===== src/rtl/reg_scoreboard.sv =====
// Per-GPR scoreboard and issue controller for the decode stage.
// Counts in-flight writes per architectural register, stalls decode on
// RAW hazards or a saturated destination count, and sequences pipeline
// flush (block issue, wait for drain, clear all counts).
module reg_scoreboard #(
   parameter int NUM_REGS   = 32,
   parameter int REG_ADDR_W = 5,
   parameter int CNT_W      = 2
) (
   input  logic                  clk,
   input  logic                  rst_n,
   input  logic                  id_valid,
   input  logic                  id_rs_en,
   input  logic [REG_ADDR_W-1:0] id_rs_addr,
   input  logic                  id_rt_en,
   input  logic [REG_ADDR_W-1:0] id_rt_addr,
   input  logic                  id_rd_en,
   input  logic [REG_ADDR_W-1:0] id_rd_addr,
   output logic                  id_stall,
   output logic                  id_issue,
   input  logic                  wb_valid,
   input  logic [REG_ADDR_W-1:0] wb_addr,
   input  logic                  flush_req,
   input  logic                  pipe_empty,
   output logic                  flush_done,
   output logic [NUM_REGS-1:0]   busy_vec,
   output logic                  sb_err
);

   typedef enum logic {RUN = 1'b0, DRAIN = 1'b1} state_t;

   localparam logic [CNT_W-1:0] CNT_MAX = '1;

   state_t           state_q, state_d;
   logic [CNT_W-1:0] cnt_q [NUM_REGS];
   logic [CNT_W-1:0] cnt_d [NUM_REGS];
   logic             sb_err_q, sb_err_d;
   logic             flush_done_q, flush_done_d;
   logic             clear;
   logic             hazard;
   logic             inc, dec;

   // Hazard check on current (pre-update) counts; register 0 never hazards.
   always_comb begin
      hazard = 1'b0;
      if (id_rs_en && id_rs_addr != '0 && cnt_q[id_rs_addr] != '0) hazard = 1'b1;
      if (id_rt_en && id_rt_addr != '0 && cnt_q[id_rt_addr] != '0) hazard = 1'b1;
      if (id_rd_en && id_rd_addr != '0 && cnt_q[id_rd_addr] == CNT_MAX) hazard = 1'b1;
   end

   assign id_stall = id_valid & (hazard | (state_q == DRAIN) | flush_req);
   assign id_issue = id_valid & ~id_stall;

   assign inc = id_issue & id_rd_en & (id_rd_addr != '0);
   assign dec = wb_valid & (wb_addr != '0) & (cnt_q[wb_addr] != '0);

   // Flush sequencer: RUN -> DRAIN on flush_req, back to RUN (with clear) on pipe_empty.
   always_comb begin
      state_d      = state_q;
      flush_done_d = 1'b0;
      clear        = 1'b0;
      case (state_q)
         RUN: begin
            if (flush_req) state_d = DRAIN;
         end
         DRAIN: begin
            if (pipe_empty) begin
               state_d      = RUN;
               clear        = 1'b1;
               flush_done_d = 1'b1;
            end
         end
         default: state_d = RUN;
      endcase
   end

   // Per-register counter next state; clear wins, inc+dec on one register cancels.
   always_comb begin
      for (int i = 0; i < NUM_REGS; i++) begin
         cnt_d[i] = cnt_q[i];
         if (i != 0) begin
            if (clear) begin
               cnt_d[i] = '0;
            end else if (inc && (id_rd_addr == REG_ADDR_W'(i)) &&
                         !(dec && (wb_addr == REG_ADDR_W'(i)))) begin
               cnt_d[i] = cnt_q[i] + CNT_W'(1);
            end else if (dec && (wb_addr == REG_ADDR_W'(i)) &&
                         !(inc && (id_rd_addr == REG_ADDR_W'(i)))) begin
               cnt_d[i] = cnt_q[i] - CNT_W'(1);
            end
         end else begin
            cnt_d[i] = '0;
         end
      end
   end

   // Sticky error on a writeback to a register with nothing pending.
   always_comb begin
      sb_err_d = sb_err_q;
      if (wb_valid && wb_addr != '0 && cnt_q[wb_addr] == '0) sb_err_d = 1'b1;
   end

   // State, counters, error flag and flush pulse registers.
   always_ff @(posedge clk or negedge rst_n) begin
      if (!rst_n) begin
         state_q      <= RUN;
         sb_err_q     <= 1'b0;
         flush_done_q <= 1'b0;
         for (int i = 0; i < NUM_REGS; i++) cnt_q[i] <= '0;
      end else begin
         state_q      <= state_d;
         sb_err_q     <= sb_err_d;
         flush_done_q <= flush_done_d;
         for (int i = 0; i < NUM_REGS; i++) cnt_q[i] <= cnt_d[i];
      end
   end

   // Busy hint derived from registered counts; bit 0 is always clear.
   always_comb begin
      busy_vec = '0;
      for (int i = 1; i < NUM_REGS; i++) busy_vec[i] = (cnt_q[i] != '0);
   end

   assign sb_err     = sb_err_q;
   assign flush_done = flush_done_q;

endmodule


===== config.mk =====
export PLATFORM = sky130hd
export DESIGN_NAME = reg_scoreboard
export DESIGN_NICKNAME = d
export VERILOG_FILES = /design/src/rtl/reg_scoreboard.sv
export SDC_FILE = /design/constraint.sdc
export NUM_CORES = 1
export LEC_CHECK = 0
export CAP_MARGIN = 20
export CORE_MARGIN = 3
export CORE_UTILIZATION = 30
export DETAILED_ROUTE_END_ITERATION = 8
export PLACE_DENSITY = 0.59
export SETUP_SLACK_MARGIN = 0.15
export SYNTH_ARGS = -nofsm -noshare
export SYNTH_HDL_FRONTEND = slang
export SYNTH_SLANG_ARGS = --single-unit

===== constraint.sdc =====
create_clock -name clk -period 3.35 [get_ports clk]
set_input_delay 0.67 -clock clk [delete_from_list [all_inputs] [get_ports clk]]
set_output_delay 0.67 -clock clk [all_outputs]
set_load 0.02 [all_outputs]

==> results.json, run 1 <==
{
  "ys.flop_type": "dfrtp_1",
  "cts_root_buf": "clkbuf_16",
  "start_util_pct": 31.1,
  "synth_area_leaders": "dfrtp_1 (29%), mux4_2 (8.7%), nor2_1 (5.7%)",
  "synth_top_cell_area_share_pct": 28.5,
  "fin_skew_ps": 12.1,
  "setup_violations": 0,
  "ys_async_sr_fraction_pct": 100,
  "total_power_mw": 2.51,
  "cts_htree_levels": 3,
  "dieArea_sq_um": 20700,
  "num_vias": 6595,
  "dpl.hpwl_mm": 18.5,
  "hold_buffers": 0,
  "grt_max_degree": 66,
  "portBuffers": 63,
  "cts_sinks": 65,
  "final_nets": 939,
  "drc": 0,
  "rows": 49,
  "postSynthCellCount": 693,
  "seq_area_sq_um": 1630,
  "multi_input_area_sq_um": 4010,
  "grt_overflow": 0,
  "syn_area_sq_um": 5710,
  "worst-slew-pin-transition_ps": 536,
  "wl_per_cell_microns": 21.4,
  "grt_pass1_vias": 6340,
  "post-place-ws_ps": -879,
  "worstSetupStartpointType": "input port",
  "vias_per_cell": 5.76,
  "yosys_register_bits": 65,
  "antenna_found_initial": 0,
  "netlist_top_cells_count": "nor2_1 (87), dfrtp_1 (65), inv_1 (44), a21oi_1 (36), nand2_1 (33)",
  "fin_crit_sh_pct": 96.7,
  "met3_usage_pct": 3.66,
  "synth.avg_cell_area_sq_um": 8.23,
  "tritoncts": "done",
  "io_pins": 65,
  "clock_latency_ps": 340,
  "fin_tns_setup_ps": 0,
  "cp-end-kind": "output pin",
  "grt_usage_pct": 23.3,
  "gp_congestion": 1.01,
  "routed_wl_mm": 24.5,
  "fin_ws_ps": 112,
  "status": "finished clean",
  "fp.coreArea_sq_um": 18300,
  "powerDensity_nw_per_um2": 289,
  "grt_setup_unrepaired": "true",
  "yosysUniqueCellTypes": 65,
  "cts_buffers": 9,
  "yosysWarnings": 0,
  "holdWs_ps": 355,
  "drt.antenna.violating_nets": 0,
  "nFillCells": 1738,
  "yosys.cell_count.top_type": "nor2_1",
  "grt_first_pass_wirelength_mm": 36.7,
  "met2_usage_pct": 39.0,
  "cp_max_fo": 5,
  "first_iter_violations": 638,
  "syn_to_final_growth_pct": 52.2,
  "finalHoldViolCount": 0,
  "fin_cells": 1144,
  "leakagePower_nw": 3.75,
  "use_met1_pct": 30.3,
  "dpl.cell_count": 1103,
  "crit_arrival_ps": 2570,
  "cts_buffer_depth": 2,
  "drive_above_1_share_pct": 33.9,
  "synth-seq-area-share_pct": 28.5,
  "drv_slew": 0,
  "top_usage_layer": "met2",
  "dieHeight_microns": 144,
  "path_clk_slew_ps": 60,
  "slew-limit-headroom_pct": 64.2,
  "maxCapViolCount": 0,
  "hold_class": "input port to async pin",
  "synth_edf_count": 0,
  "firstDrtPassIters": 5,
  "timing.fmax_mhz": 309,
  "die_x_microns": 144,
  "antenna_cells": 0,
  "yosysTopAreaCell": "dfrtp_1",
  "worstPathRequired_ps": 2680,
  "fin_crit_ps": 3240,
  "irDropWorstVdd_v": 0.000216,
  "syn-num-nets": 722,
  "critPathKind": "input port to output pin"
}
## final timing paths
kind	slack (ps)	endpoint	depth (start not counted)	from
max	110	id_issue	10	id_rd_addr[0]
min	360	cnt_q[5]$_DFFE_PN0P_	2	rst_n
max reg2reg	180	cnt_q[22]$_DFFE_PN0P_	11	cnt_q[37]$_DFFE_PN0P_
min reg2reg	500	sb_err$_DFFE_PN0P_	1	sb_err$_DFFE_PN0P_
max in group asynchronous	2660	cnt_q[39]$_DFFE_PN0P_	2	rst_n
min in group clk	500	sb_err$_DFFE_PN0P_	1	sb_err$_DFFE_PN0P_
## report_power, final
group	leakage [nW]	internal, mW	switching (mW)
Combinational	2.69	0.282	0.353
Sequential	0.896	0.798	0.0110
Clock	0.162	0.690	0.374
## final cells by class
| cell class | instances | area share, % |
|---|---|---|
| multi-input cells | 534 | 46.1 |
| repair buffers | 254 | 26.0 |
| flip-flops and latches | 65 | 18.7 |
| well taps | 229 | 3.30 |
| clock buffers | 11 | 2.91 |
| inverters | 46 | 2.03 |
| clock inverters | 5 | 0.893 |
## metrics by stage
step / area (sq um) / utilization (%)
after floorplan: 5810 / -
after global placement: 7780 / 42.4
after detailed placement: 7780 / 42.4
after CTS: 8360 / 45.6
after global routing: 8690 / 47.4
final: 8690 / 47.4
## kinds of logic after synthesis
kind of cell / Yosys count / share of synthesized area [%]
mux: 36 / 11.3
flops: 65 / 28.5
compound gates: 164 / 19.9
buf+inv: 94 / 7.19
xor+xnor: 36 / 5.53
simple gates: 297 / 27.5
other cells: 1 / 0.0657
## cell usage in the layout, fill, tap and decap left out, drive strengths merged, types with 20 or more instances in the layout
| cell | instances |
|---|---|
| clkdlybuf4s50 | 48 |
| xnor2 | 28 |
| inv | 45 |
| nor2 | 88 |
| nor4 | 20 |
| a21oi | 36 |
| nand2 | 33 |
| dfrtp | 65 |
| o21ai | 32 |
| buf | 196 |
| mux4 | 22 |
| nor3 | 31 |
## registers in the layout, indices dropped and copies added (netlist names)
name	cells
state_q	1
sb_err	1
flush_done	1
cnt_q	62
## metal layers
layer  vias up  part of all wire [%]
met4         0                   4.4
met5         -                     0
li1       3027                     -
met1      3203                    41
met3        66                   6.6
met2       299                    48
## worst max-delay path, stage by stage
cell and delay, ps:
buf_2 100, buf_12 110, buf_12 110, mux4_2 500, mux2i_2 220, nor4_2 70, a41o_1 240, a31oi_4 220
and3_4 220, buf_6 110
## repair_timing
action / 4_1_cts / 5_1_grt
pin swaps: 14 / 22
endpoints found under the setup margin: 54 / 44
resized for setup: 66 / 54
buffers inserted: 9 / 13
cloned: 2 / 1
Power figures use the tool's default switching activity.
==> run 2: changes to the inputs <==
--- a/config.mk
+++ b/config.mk
@@ -5,11 +5,12 @@
 export SDC_FILE = /design/constraint.sdc
 export NUM_CORES = 1
 export LEC_CHECK = 0
+export ABC_AREA = 1
 export CAP_MARGIN = 20
-export CORE_MARGIN = 3
+export CORE_MARGIN = 4
 export CORE_UTILIZATION = 30
 export DETAILED_ROUTE_END_ITERATION = 8
-export PLACE_DENSITY = 0.59
+export PLACE_DENSITY = 0.58
 export SETUP_SLACK_MARGIN = 0.15
 export SYNTH_ARGS = -nofsm -noshare
 export SYNTH_HDL_FRONTEND = slang
==> run 2 against run 1 <==
  * Area after synthesis increased by 18%
  * Non-clock buffer count shrank 36
  * Routed wire length grew 22%
  * Global-route usage increased by 0.89 points
  * Clock-buffer cell count down 2
  * Sequential share of layout area is 0.68 points lower
  * Synthesized cell count rose by 76%
  * First-iteration DRC count grew 54%
==> results.json, run 2 <==
{
  "status": "finished clean",
  "worstSetupStartpointType": "register",
  "grt_pass1_vias": 8110,
  "crit_buf_inv": 4,
  "dpl.hpwl_mm": 23.3,
  "grt_setup_unrepaired": "false",
  "final_common_cell": "nand2_1",
  "fin_skew_ps": 11.7,
  "fin_crit_ps": 3060,
  "timing.fmax_mhz": 327,
  "synth.avg_cell_area_sq_um": 5.50,
  "hold_buffers": 0,
  "synth_edf_count": 0,
  "yosysTopAreaCell": "nand2_1",
  "place_area_sq_um": 8630,
  "yosysUniqueCellTypes": 26,
  "final_nets": 1430,
  "tritoncts": "done",
  "routed_wl_mm": 29.9,
  "dieArea_sq_um": 24800,
  "syn-num-nets": 1249,
  "cts_buffers": 9,
  "worstPathRequired_ps": 2680,
  "io_pins": 65,
  "cp-end-kind": "output pin",
  "synth-seq-area-share_pct": 24.2,
  "yosysWarnings": 0,
  "yosys_register_bits": 65,
  "drive_above_1_share_pct": 14.5,
  "post-route-util_pct": 41.1,
  "largest_reg_flops": 62,
  "regMostFlops": "cnt_q",
  "fin_area_sq_um": 9010,
  "total_power_mw": 4.83,
  "synth_area_leaders": "nand2_1 (25%), dfrtp_1 (24%), nor2_1 (11%)",
  "setup_violations": 0,
  "grt_usage_pct": 24.2,
  "crit_family": "simple AND/OR/NAND/NOR gates",
  "post-place-ws_ps": -516,
  "fin_ws_ps": 294,
  "syn_to_final_growth_pct": 34.2,
  "gp_congestion": 1.01,
  "fin_tns_setup_ps": 0,
  "antenna_cells": 0,
  "powerDensity_nw_per_um2": 536,
  "vias_per_cell": 5.23,
  "slew-limit-headroom_pct": 37.7,
  "fin_crit_sh_pct": 91.2,
  "final_cell_mix": "nand2_1 (447), nor2_1 (184), buf_4 (145), inv_1 (128), nand3_1 (125)",
  "start_util_pct": 30.7,
  "cts_sinks": 65,
  "rows": 54,
  "drc": 0,
  "crit_top_cell": "nand3_1",
  "clock_latency_ps": 350,
  "hold_class": "input port to async pin",
  "wl_per_cell_microns": 17.7,
  "drt.antenna.violating_nets": 0,
  "ys_async_sr_fraction_pct": 100,
  "syn_area_sq_um": 6710,
  "path_cells": "nor2_1 > buf_4 > inv_1 > buf_4 > a21oi_1 > nand3_1 > nand3_1 > nand3_1 > nand3_2 > nand2_2 > nor3_4 > buf_6",
  "cts_buffer_depth": 2,
  "cp_max_fo": 3,
  "leakagePower_nw": 4.75,
  "yosys.cell_count.top_type": "nand2_1",
  "crit_slowest_cell": "dfrtp_1",
  "cts_root_buf": "clkbuf_16",
  "cpPeakStageDelay_ps": 370,
  "synth_top_cell_area_share_pct": 25.2,
  "nFillCells": 2460,
  "path_clk_slew_ps": 60,
  "irDropWorstVdd_v": 0.000261,
  "grt_first_pass_wirelength_mm": 46.2,
  "worst-slew-pin-transition_ps": 934,
  "multi_input_area_sq_um": 4380,
  "num_vias": 8824,
  "die_x_microns": 158,
  "fp.coreArea_sq_um": 21900,
  "portBuffers": 63,
  "postSynthCellCount": 1220,
  "firstDrtPassIters": 7,
  "fin_cells": 1686,
  "seq_area_sq_um": 1630,
  "crit_arrival_ps": 2390,
  "critPathKind": "register to output pin",
  "cts_htree_levels": 3,
  "netlist_top_cells_count": "nand2_1 (450), nor2_1 (192), inv_1 (130), nand3_1 (129), nand4_1 (104)",
  "maxCapViolCount": 0,
  "grt_max_degree": 67,
  "ys.flop_type": "dfrtp_1",
  "finalHoldViolCount": 0,
  "holdWs_ps": 451,
  "drv_slew": 0,
  "grt_overflow": 0,
  "first_iter_violations": 983,
  "dieHeight_microns": 158,
  "dpl.cell_count": 1666,
  "antenna_found_initial": 0
}
## run 2: path summary, 6_finish.rpt
kind / startpoint / to / slack, ps / cells after the start
setup / recovery: cnt_q[4]$_DFFE_PN0P_ / id_issue / 290 / 12
hold / removal: rst_n / cnt_q[56]$_DFFE_PN0P_ / 450 / 1
setup reg to reg: cnt_q[4]$_DFFE_PN0P_ / cnt_q[16]$_DFFE_PN0P_ / 460 / 17
hold reg to reg: sb_err$_DFFE_PN0P_ / sb_err$_DFFE_PN0P_ / 500 / 1
max in group asynchronous: rst_n / cnt_q[2]$_DFFE_PN0P_ / 2290 / 1
min in group clk: sb_err$_DFFE_PN0P_ / sb_err$_DFFE_PN0P_ / 500 / 1
## run 2: logic make-up after synthesis
logic type / count (synthesis) / share of synthesized area, %
AND/OR/NAND/NOR: 922 / 60.3
other: 1 / 0.0559
flip-flops: 65 / 24.2
AO/OA/AOI/OAI: 49 / 3.90
buffers and inverters: 183 / 11.5
## run 2: report_power, final
group / internal, mW / total [mW] / leakage, nW / switching [mW]
Clock: 0.500 / 0.919 / 0.131 / 0.419
Sequential: 0.985 / 1.17 / 0.808 / 0.186
Combinational: 1.11 / 2.74 / 3.81 / 1.63
Total: 2.60 / 4.83 / 4.75 / 2.23
## run 2: layout make-up
class                      count  area share, %
clock buffer                   9           2.50
timing repair buffer         218           20.7
tap                          280           3.89
inverter                     135           5.63
multi-input combinational    972           48.7
sequential                    65           18.1
clock inverter                 7          0.528
## run 2: per-layer routing
layer	share of wire [%]	GRT usage (%)	up-vias
met5	0	0	-
met2	44	38.2	410
met4	3.2	7.29	0
li1	-	-	4319
met3	7.6	3.31	55
met1	45	34.4	4040
## run 2: repair_timing
action | CTS | global route
gates resized for setup | 24 | 26
pin swaps | 1 | 2
hold endpoints to repair | 0 | 0
buffers inserted | 0 | 2
setup endpoints to repair | 34 | 55
cloned | 0 | 2
==> run 3: changes to the inputs <==
--- a/config.mk
+++ b/config.mk
@@ -10,6 +10,7 @@
 export CORE_MARGIN = 4
 export CORE_UTILIZATION = 30
 export DETAILED_ROUTE_END_ITERATION = 8
+export GPL_ROUTABILITY_DRIVEN = 1
 export PLACE_DENSITY = 0.58
 export SETUP_SLACK_MARGIN = 0.15
 export SYNTH_ARGS = -nofsm -noshare
==> constraint.sdc (replaced) <==
create_clock -name clk -period 3.35 [get_ports clk]
set_input_delay 0.8375 -clock clk [delete_from_list [all_inputs] [get_ports clk]]
set_output_delay 0.8375 -clock clk [all_outputs]
set_load 0.02 [all_outputs]
==> run 3 against run 2 <==
  * Largest power group unchanged
  * Critical endpoint unchanged
  * Global-route usage grew 0.51 points
  * Routed wire length grew 2.9%
  * Sequential power shrank 6%
  * Largest cell class unchanged
  * Cell count grew 3.4%
==> results.json, run 3 (synthesis gave the netlist of run 2 again) <==
{
  "die_x_microns": 158,
  "fin_crit_ps": 3260,
  "firstDrtPassIters": 5,
  "leakagePower_nw": 5.08,
  "status": "finished clean",
  "hold_buffers": 0,
  "grt_setup_unrepaired": "true",
  "cts_htree_levels": 3,
  "fin_crit_sh_pct": 97.3,
  "portBuffers": 63,
  "hold_class": "register to register",
  "final_nets": 1488,
  "grt_pass1_vias": 8393,
  "final_cell_mix": "nand2_1 (432), buf_4 (199), nor2_1 (179), nand3_1 (121), inv_1 (119)",
  "cts_root_buf": "clkbuf_16",
  "antenna_found_initial": 0,
  "irDropWorstVdd_v": 0.000311,
  "crit_arrival_ps": 2420,
  "cts_sinks": 65,
  "cp_max_fo": 6,
  "grt_first_pass_wirelength_mm": 47.1,
  "routed_wl_mm": 30.8,
  "largest_reg_flops": 62,
  "maxCapViolCount": 0,
  "powerDensity_nw_per_um2": 548,
  "grt_usage_pct": 24.7,
  "gp_congestion": 1.05,
  "io_pins": 65,
  "worstSetupStartpointType": "input port",
  "worstPathRequired_ps": 2510,
  "drv_slew": 0,
  "regMostFlops": "cnt_q",
  "critPathKind": "input port to output pin",
  "start_util_pct": 30.7,
  "timing.fmax_mhz": 307,
  "grt_max_degree": 66,
  "cp-end-kind": "output pin",
  "reg2reg_slack_ps": 530,
  "setup_violations": 0,
  "final_common_cell": "nand2_1",
  "fin_skew_ps": 11.8,
  "nFillCells": 2406,
  "syn_to_final_growth_pct": 44.4,
  "grt_overflow": 0,
  "cts_buffer_depth": 2,
  "slew-limit-headroom_pct": 38.4,
  "fp.coreArea_sq_um": 21900,
  "drive_above_1_share_pct": 20.5,
  "path_clk_slew_ps": 60,
  "vias_per_cell": 5.26,
  "antenna_cells": 0,
  "dieHeight_microns": 158,
  "drc": 0,
  "num_vias": 9176,
  "post-route-util_pct": 44.3,
  "drt.antenna.violating_nets": 0,
  "rows": 54,
  "fin_tns_setup_ps": 0,
  "cts_buffers": 9,
  "clock_latency_ps": 360,
  "dpl.hpwl_mm": 23.6,
  "dieArea_sq_um": 24800,
  "finalHoldViolCount": 0,
  "tritoncts": "done",
  "worst-slew-pin-transition_ps": 924,
  "first_iter_violations": 1010,
  "wl_per_cell_microns": 17.6
}
==> run 3: changes by cell type in the layout (fill, tap and decap cells not counted), sizes merged <==
cell           before  now
clkinv              6    1
buf               158  217
clkdlybuf4s15       0    1
bufinv              0    2
clkdlybuf4s50      52   50
dlygate4sd2         1    2
dlymetal6s2s        5    2
clkbuf             11   16
==> run 3: through the flow <==
stage                     setup slack, ps  instance area (sq um)  total power, mW  cells  hold slack, ps
final                                91.9                   9690             5.31   1744             523
after global routing                 22.7                   9690             5.64   1744             549
after CTS                            38.6                   9480             5.23   1737             533
after detailed placement             -926                   9020             4.08   1719             520
after global placement               -911                   9020             4.07   1719             486
after floorplan                       233                   6710             2.43   1220             487
==> run 3: where the power goes <==
group          switching [mW]  internal, mW  total (mW)  leakage [nW]
combinational            1.79          1.33        3.12          4.12
sequential              0.110         0.985        1.10         0.808
clock                   0.403         0.693        1.10         0.155
==> run 3: routing by layer <==
metal  vias to the layer above  share of wire (%)  track usage (%)
li1                       4441                  -                -
met1                      4212                 43             33.7
met2                       453                 43             38.1
met3                        70                 10             6.31
met4                         0                3.2             8.23
met5                         -                  0                0
==> run 3: layout make-up <==
class	count	area (sq um)	share of cell area (%)
multi-input combinational	972	4500	46.4
clock buffer	12	256	2.65
clock inverter	4	75.1	0.774
inverter	135	514	5.31
timing repair buffer	276	2370	24.4
sequential	65	1630	16.8
tap	280	350	3.61
==> run 3: worst max-delay path, cell delays in order <==
cell	delay, ps
buf_6	90
buf_8	130
buf_6	120
buf_6	130
nand2_1	60
nand2_1	50
nand2_1	50
nand2_1	60
nand2_1	70
nand2_1	50
inv_1	40
nand2_1	40
nand2_1	60
nand2_1	70
nand3_2	90
nand2_4	70
nor3_4	210
buf_6	160
==> run 3: worst paths after layout <==
| kind | cells after the start | endpoint | from |
|---|---|---|---|
| setup / recovery | 18 | id_issue | id_rd_addr[0] |
| hold / removal | 1 | sb_err$_DFFE_PN0P_ | sb_err$_DFFE_PN0P_ |
| setup reg to reg | 15 | cnt_q[34]$_DFFE_PN0P_ | cnt_q[4]$_DFFE_PN0P_ |
| hold reg to reg | 1 | sb_err$_DFFE_PN0P_ | sb_err$_DFFE_PN0P_ |
| max in group asynchronous | 1 | cnt_q[16]$_DFFE_PN0P_ | rst_n |
| min in group asynchronous | 1 | cnt_q[23]$_DFFE_PN0P_ | rst_n |
==> run 3: what timing repair did <==
item / in CTS / in global routing
setup buffers: 1 / 5
cloned: 1 / 2
pin swaps: 21 / 26
setup endpoints to repair: 64 / 62
gates resized for setup: 60 / 59
